### src/rtl/addsub_issue_q.sv
// Operand issue queue for the 36-bit add/sub datapath: a FIFO of {a, b, add} requests
// feeding a combinational datapath, with a registered valid/ready result stage and zero flag.
module addsub_issue_q #(
  parameter int WIDTH = 36,
  parameter int DEPTH = 4
) (
  input  logic                     clk,
  input  logic                     rst_n,
  input  logic                     in_valid,
  output logic                     in_ready,
  input  logic [WIDTH-1:0]         in_a,
  input  logic [WIDTH-1:0]         in_b,
  input  logic                     in_add,
  output logic [WIDTH-1:0]         op_a,
  output logic [WIDTH-1:0]         op_b,
  output logic                     op_add,
  input  logic [WIDTH-1:0]         sum_i,
  output logic                     out_valid,
  input  logic                     out_ready,
  output logic [WIDTH-1:0]         out_sum,
  output logic                     out_zero,
  output logic [$clog2(DEPTH):0]   count
);

  localparam int PW = $clog2(DEPTH);
  localparam int CW = PW + 1;
  localparam logic [CW-1:0] DEPTH_C = CW'(DEPTH);
  localparam logic [CW-1:0] CNT_ONE = CW'(1'b1);
  localparam logic [PW-1:0] PTR_ONE = PW'(1'b1);

  function automatic logic is_zero(input logic [WIDTH-1:0] v);
    return (v == {WIDTH{1'b0}});
  endfunction

  logic [WIDTH-1:0] mem_a_q [DEPTH];
  logic [WIDTH-1:0] mem_b_q [DEPTH];
  logic [DEPTH-1:0] mem_add_q;

  logic [PW-1:0]    wr_ptr_q, wr_ptr_d;
  logic [PW-1:0]    rd_ptr_q, rd_ptr_d;
  logic [CW-1:0]    count_q, count_d;
  logic             in_ready_q, in_ready_d;
  logic             out_valid_q, out_valid_d;
  logic [WIDTH-1:0] out_sum_q, out_sum_d;
  logic             out_zero_q, out_zero_d;

  logic push_s;
  logic capture_s;
  logic nonempty_s;

  assign nonempty_s = (count_q != {CW{1'b0}});
  assign push_s     = in_valid & in_ready_q;
  assign capture_s  = nonempty_s & (~out_valid_q | out_ready);

  // Occupancy and pointer bookkeeping; in_ready is registered from next occupancy only.
  always_comb begin
    wr_ptr_d = wr_ptr_q;
    rd_ptr_d = rd_ptr_q;
    count_d  = count_q;
    if (push_s) begin
      wr_ptr_d = wr_ptr_q + PTR_ONE;
    end else begin
      wr_ptr_d = wr_ptr_q;
    end
    if (capture_s) begin
      rd_ptr_d = rd_ptr_q + PTR_ONE;
    end else begin
      rd_ptr_d = rd_ptr_q;
    end
    case ({push_s, capture_s})
      2'b10:   count_d = count_q + CNT_ONE;
      2'b01:   count_d = count_q - CNT_ONE;
      default: count_d = count_q;
    endcase
    in_ready_d = (count_d < DEPTH_C);
  end

  // Result stage: capture has priority over drain; data holds when draining.
  always_comb begin
    out_valid_d = out_valid_q;
    out_sum_d   = out_sum_q;
    out_zero_d  = out_zero_q;
    if (capture_s) begin
      out_valid_d = 1'b1;
      out_sum_d   = sum_i;
      out_zero_d  = is_zero(sum_i);
    end else if (out_valid_q & out_ready) begin
      out_valid_d = 1'b0;
    end else begin
      out_valid_d = out_valid_q;
    end
  end

  // Head entry drive; an empty queue presents a harmless 0 + 0.
  always_comb begin
    op_a   = {WIDTH{1'b0}};
    op_b   = {WIDTH{1'b0}};
    op_add = 1'b1;
    if (nonempty_s) begin
      op_a   = mem_a_q[rd_ptr_q];
      op_b   = mem_b_q[rd_ptr_q];
      op_add = mem_add_q[rd_ptr_q];
    end else begin
      op_a   = {WIDTH{1'b0}};
      op_b   = {WIDTH{1'b0}};
      op_add = 1'b1;
    end
  end

  // Queue storage.
  always_ff @(posedge clk or negedge rst_n) begin
    if (!rst_n) begin
      for (int i = 0; i < DEPTH; i++) begin
        mem_a_q[i] <= {WIDTH{1'b0}};
        mem_b_q[i] <= {WIDTH{1'b0}};
      end
      mem_add_q <= {DEPTH{1'b0}};
    end else if (push_s) begin
      mem_a_q[wr_ptr_q]   <= in_a;
      mem_b_q[wr_ptr_q]   <= in_b;
      mem_add_q[wr_ptr_q] <= in_add;
    end
  end

  // Control and result registers.
  always_ff @(posedge clk or negedge rst_n) begin
    if (!rst_n) begin
      wr_ptr_q    <= {PW{1'b0}};
      rd_ptr_q    <= {PW{1'b0}};
      count_q     <= {CW{1'b0}};
      in_ready_q  <= 1'b0;
      out_valid_q <= 1'b0;
      out_sum_q   <= {WIDTH{1'b0}};
      out_zero_q  <= 1'b0;
    end else begin
      wr_ptr_q    <= wr_ptr_d;
      rd_ptr_q    <= rd_ptr_d;
      count_q     <= count_d;
      in_ready_q  <= in_ready_d;
      out_valid_q <= out_valid_d;
      out_sum_q   <= out_sum_d;
      out_zero_q  <= out_zero_d;
    end
  end

  assign in_ready  = in_ready_q;
  assign out_valid = out_valid_q;
  assign out_sum   = out_sum_q;
  assign out_zero  = out_zero_q;
  assign count     = count_q;

endmodule

### config.mk
export PLATFORM = sky130hd
export DESIGN_NAME = addsub_issue_q
export DESIGN_NICKNAME = d
export VERILOG_FILES = /design/src/rtl/addsub_issue_q.sv
export SDC_FILE = /design/constraint.sdc
export NUM_CORES = 1
export LEC_CHECK = 0
export ABC_AREA = 1
export BUFFER_PORTS_ARGS = -buffer_cell sky130_fd_sc_hd__buf_2
export CORE_MARGIN = 3
export CORE_UTILIZATION = 40
export CTS_CLUSTER_DIAMETER = 50
export CTS_CLUSTER_SIZE = 10
export DETAILED_ROUTE_END_ITERATION = 12
export GPL_TIMING_DRIVEN = 1
export HOLD_SLACK_MARGIN = 0.05
export PLACE_DENSITY = 0.6
export SLEW_MARGIN = 40
export SYNTH_ARGS = -nofsm -noshare
export SYNTH_HDL_FRONTEND = slang
export SYNTH_SLANG_ARGS = --single-unit
### constraint.sdc
create_clock -name clk -period 4.1 [get_ports clk]
set_input_delay 0 -clock clk [delete_from_list [all_inputs] [get_ports clk]]
set_output_delay 0 -clock clk [all_outputs]
set_load 0.02 [all_outputs]
# After elaboration in Yosys (flattened, before gate mapping)
# Cells that the tools add are included.
word_totals:
  memories: 0
  ramBits: 0
  rom_bits: 0
  output_inout_bits: 115
  wordCells: 62
  latch_bits: 0
  register_bits: 338
classes:
  magnitude_cmp: 7
  multipliers: 0
  div: 0
  n_eq_ne: 2
  shift: 0
  bitwise: 7
  n_reduce_logical: 5
  mux: 21
  addsub: 4
op_table:
  columns: ["operator", "n"]
  rows:
  - ["144-bit bitwise mux", 2]
  - ["36-bit two-way mux", 7]
  - ["36-bit binary-select mux with 2-bit select", 2]
  - ["36-bit demux with 2-bit select", 1]
  - ["36-bit zero test", 1]
  - ["3-bit greater-or-equal comparator, second input constant", 2]
  - ["2-bit by 3-bit less-than comparator with 1-bit output, second input constant", 2]
  - ["2-bit NOT with 3-bit output", 2]
  - ["3-bit case mux with 2 select lines", 1]
  - ["1-bit two-way mux", 5]
  - ["2-bit by 1-bit adder with 2-bit output, second input constant", 2]
  - ["4-bit bitwise mux", 1]
  - ["3-bit by 1-bit adder with 3-bit output, second input constant", 1]
  - ["1-bit bitwise AND", 3]
  - ["3-bit by 1-bit less-than comparator with 1-bit output, second input constant", 1]
  - ["3-bit less-than comparator, second input constant", 1]
  - ["3-bit nonzero test", 1]
  - ["3-bit by 1-bit subtractor with 3-bit output, second input constant", 1]
  - ["1-bit binary-select mux with 2-bit select", 1]
  - ["1-bit demux with 2-bit select", 1]
  - ["2-bit by 1-bit == test with 1-bit output, second input constant", 1]
  - ["2-bit == test, second input constant", 1]
  - ["2-bit by 1-bit greater-or-equal comparator with 1-bit output, second input constant", 1]
  - ["1-bit logical AND", 2]
  - ["other kinds (3)", 3]

# Logic depth before layout (Yosys ltp)
depth:
  word_depth: 6
  ltp_mapped: 11
  depth_no_buf: 10

# Least setup slack after synthesis
# OpenSTA, ideal clock, no wires.
synth_timing:
  kind: "reg2reg"
  from: "register count_q[0] (netlist: count[0])"
  to: "register in_ready_q (netlist: in_ready)"
  path_buffers: 1
  setup_time_ps: 121
  synth_period_minus_slack_ps: 2225
  slack_ps: 1875
  stages_incl_launch_ff: 11
  arrival_time_ps: 2104
  required_ps: 3979
  path_cell_list: "dfrtp_1 -> nor2_1 -> nand2_1 -> nand2_1 -> inv_2 -> buf_2 -> ha_1 -> fa_1 -> o21ai_0 -> xor2_1 -> inv_1"
synth_via:
  elab_chain_len: 5
  elab_cells_between_ends: 8
synth_rtl:
  columns: ["element", "line", "source"]
  rows:
  - ["start: declaration", "41", "logic [CW-1:0] count_q, count_d;"]
  - ["start signal: assignment", "130", "count_q <= {CW{1'b0}};"]
  - ["start signal: assignment", "138", "count_q <= count_d;"]
  - ["3-bit nonzero test (*)", "51", "assign nonempty_s = (count_q != {CW{1'b0}});"]
  - ["1-bit bitwise AND (*)", "53", "assign capture_s = nonempty_s & (~out_valid_q | out_ready);"]
  - ["named net capture_s", "48", "logic capture_s;"]
  - ["2-bit by 1-bit == test with 1-bit output or 2-bit == test (tied branches)", "70", "case ({push_s, capture_s})"]
  - ["3-bit case mux with 2 select lines (*)", "70", null]
  - ["3-bit less-than comparator (*)", "75", "in_ready_d = (count_d < DEPTH_C);"]
  - ["named net in_ready_d", "42", "logic in_ready_q, in_ready_d;"]
  - ["end signal: assignment", "139", "in_ready_q <= in_ready_d;"]
  - ["end: declaration", "42", null]
# The timed path passes the listed nets; every way through them passes the cells marked *.
# A chain may end at the register's enable or synchronous reset.

# Worst setup path after layout
layout_timing:
  from: "register rd_ptr_q[0]"
  to: "output op_a[27]"
layout_via:
  elab_chain_len: 5
layout_rtl:
  columns: ["element", "line", "source"]
  rows:
  - ["start: declaration", "40", "logic [PW-1:0] rd_ptr_q, rd_ptr_d;"]
  - ["start signal: assignment", "129", "rd_ptr_q <= {PW{1'b0}};"]
  - ["start signal: assignment", "137", "rd_ptr_q <= rd_ptr_d;"]
  - ["2-bit NOT with 3-bit output (implied by the code)", "100", "op_a = mem_a_q[rd_ptr_q];"]
  - ["36-bit binary-select mux with 2-bit select", "100", null]
  - ["36-bit two-way mux (implied by the code) (2 in series)", "100", null]
  - ["36-bit two-way mux", "99", "if (nonempty_s) begin"]
  - ["end: declaration", "14", "output logic [WIDTH-1:0] op_a,"]
# No other way between the ends. The select of a mux whose other input is x is not followed.

==> results.json <==
{
  "status": "finished clean",
  "clkLatencyLatePin_ns": 0.53,
  "cts_resized": 0,
  "antenna_found_initial": 0,
  "die-area_sq_um": 39500,
  "num_antenna_cells": 0,
  "start_util_pct": 41.2,
  "end_kind": "output pin",
  "root_buffer": "clkbuf_16",
  "max_freq_ghz": 0.355,
  "die_x_um": 199,
  "hold_violations": 0,
  "worstPathArrival_ns": 2.81,
  "htreeDepth": 2,
  "cts_hold_buf": 113,
  "postLayoutCellArea_sq_um": 18700,
  "critPathRequiredTime_ns": 4.10,
  "criticalPathCategory": "register to output pin",
  "core.rowCount": 69,
  "post_cts_buffers": 0,
  "maxCapViolations": 0,
  "synth_seq_cells": 338,
  "start_kind": "register",
  "ys.flop_type": "dfrtp_1",
  "via_per_inst": 4.98,
  "hold_class": "primary input to async pin",
  "dp_hpwl_mm": 23.7,
  "rsz0062_at_grt": "false",
  "ys_seq_area_share_pct": 56.9,
  "worst_pin_slew_ns": 0.770,
  "power.density_nw_per_um2": 849,
  "fillCellCount": 3480,
  "track_usage_pct": 20.7,
  "fin_worst_skew_ns": 0.0179,
  "die_y_um": 199,
  "ys_types": 19,
  "grt_pass1_vias": 12800,
  "drc_errors": 0,
  "cts_buffer_depth": 3,
  "ys_warn_count": 0,
  "cp_max_fo": 49,
  "fin_crit_ns": 2.81,
  "peakVddDrop_v": 0.000421,
  "ant_nets": 0,
  "synth.net_count": 1932,
  "drt_iter0_markers": 821,
  "grt_pass1_wl_mm": 66.9,
  "routed-via-count": 12800,
  "synth_edf_count": 0,
  "grt.overflow.total": 0,
  "cts_buffers": 44,
  "relSlewSlack_pct": 48.7,
  "setup_viol_count_final": 0,
  "dr.pass1.iters": 5,
  "fin_tns_setup_ns": 0,
  "place_area_sq_um": 16300,
  "async_flop_share_pct": 100,
  "portBuffers": 227,
  "cts_tree": "yes",
  "grt_max_degree": 97,
  "min_period_over_period_pct": 68.6,
  "syn_inst": 1813,
  "cts_sinks": 338,
  "post-place-ws_ns": 1.80,
  "area_growth_pct": 25.6,
  "netlist_area_sq_um": 14900,
  "report.final.slew_viol_count": 0,
  "worst_slack_ns": 1.29,
  "core-area_sq_um": 36100,
  "routedWlPerCell_um": 15.8,
  "syn_area_per_cell_sq_um": 8.20,
  "drive_above_1_share_pct": 15.2,
  "wl_mm": 40.8,
  "place.gp.congestion": 0.743,
  "io_pins": 228,
  "clkTransAtPathRegs_ns": 0.05,
  "p_leak_nw": 9.29,
  "finalNetCount": 2215
}
## area by class of cell
type	count	area, sq um	area share (%)
clock inverters	11	77.6	0.415
flip-flops and latches	338	8460	45.3
multi-input cells	1263	5510	29.5
repair buffers	362	2520	13.5
well taps	461	577	3.09
clock buffers	55	1190	6.39
inverters	87	333	1.78
## power breakdown
part,switching (mW),internal [mW],total (mW)
registers,0.842,4.83,5.68
clock network,1.38,2.04,3.41
logic,4.51,2.26,6.77
## cells in the mapped netlist, types with 3 or more instances
cell type	instances	area [sq um]
xor2_1	3	26.3
o21ai_0	435	2180
dfrtp_1	338	8460
inv_1	82	308
nand2_1	419	1570
buf_4	16	120
inv_2	5	18.8
nor2_1	314	1180
ha_1	5	62.6
clkbuf_1	44	165
buf_1	9	33.8
buf_2	51	255
a21oi_1	75	375
o21ai_1	8	40.0
clkbuf_2	5	25.0
## worst max-delay path, cell delays in order, from the launching register on
cell and delay [ns]:
dfrtp_4 0.71, inv_4 0.36, buf_4 0.50, o21ai_0 0.19
a21oi_1 0.29, buf_2 0.22
## final timing paths
path,cells past startpoint,end,start,slack (ns)
max,5,op_a[27],rd_ptr_q[0],1.29
min,3,mem_a_q[38],rst_n,0.08
max reg2reg,10,in_ready,count[1],1.82
min reg2reg,2,mem_b_q[9],mem_b_q[9],0.48
max in group asynchronous,3,out_sum[21],rst_n,3.45
min in group clk,4,out_sum[11],sum_i[11],0.22
## cell families (layout without fill, tap and decap cells)
| group | count (synthesis) | after routing | share of synthesized area, % |
|---|---|---|---|
| buf+inv | 212 | 515 | 6.23 |
| fa+ha+maj | 6 | 6 | 0.556 |
| flops | 338 | 338 | 56.9 |
| compound gates | 518 | 518 | 17.4 |
| simple gates | 734 | 734 | 18.6 |
| xor+xnor | 4 | 4 | 0.236 |
| mux | 1 | 1 | 0.0758 |
## state kept, by name (all words and copies together), names as in the netlist, named ones only
signal     cells
in_ready       1
mem_b_q      144
out_valid      1
out_sum       36
out_zero       1
rd_ptr_q       2
mem_a_q      144
mem_add_q      4
count          2
wr_ptr_q       2
## routing by layer
metal | track usage (%) | vias up | part of all wire (%)
li1 | - | 6372 | -
met1 | 29.1 | 6051 | 47
met2 | 33.9 | 358 | 46
met3 | 3.40 | 59 | 5.3
met4 | 4.74 | 0 | 1.8
met5 | 0 | - | 0
## layout by cell type (no fill, tap or decap), drive strengths merged
cell type	n
dlygate4sd3	112
buf	250
clkinvlp	3
a21oi	75
nand2	419
xnor2	1
inv	88
nor2	314
mux2	1
dfrtp	338
fa	1
xor2	3
ha	5
o21ai	443
nand4	1
clkinv	7
clkbuf	55
## per-stage QoR
step           total power, mW  std cells  util [%]  hold WS, ns
3_3_place_gp              12.3       2397      44.9        0.129
2_1_floorplan             10.2       1813         -       -0.296
6_report                  15.9       2577      51.7       0.0812
5_1_grt                   17.2       2577      51.7       0.0952
3_5_place_dp              12.4       2398      45.0      -0.0554
4_1_cts                   16.0       2577      51.7       0.0814
Note: power is estimated with default switching activity, not from simulation.
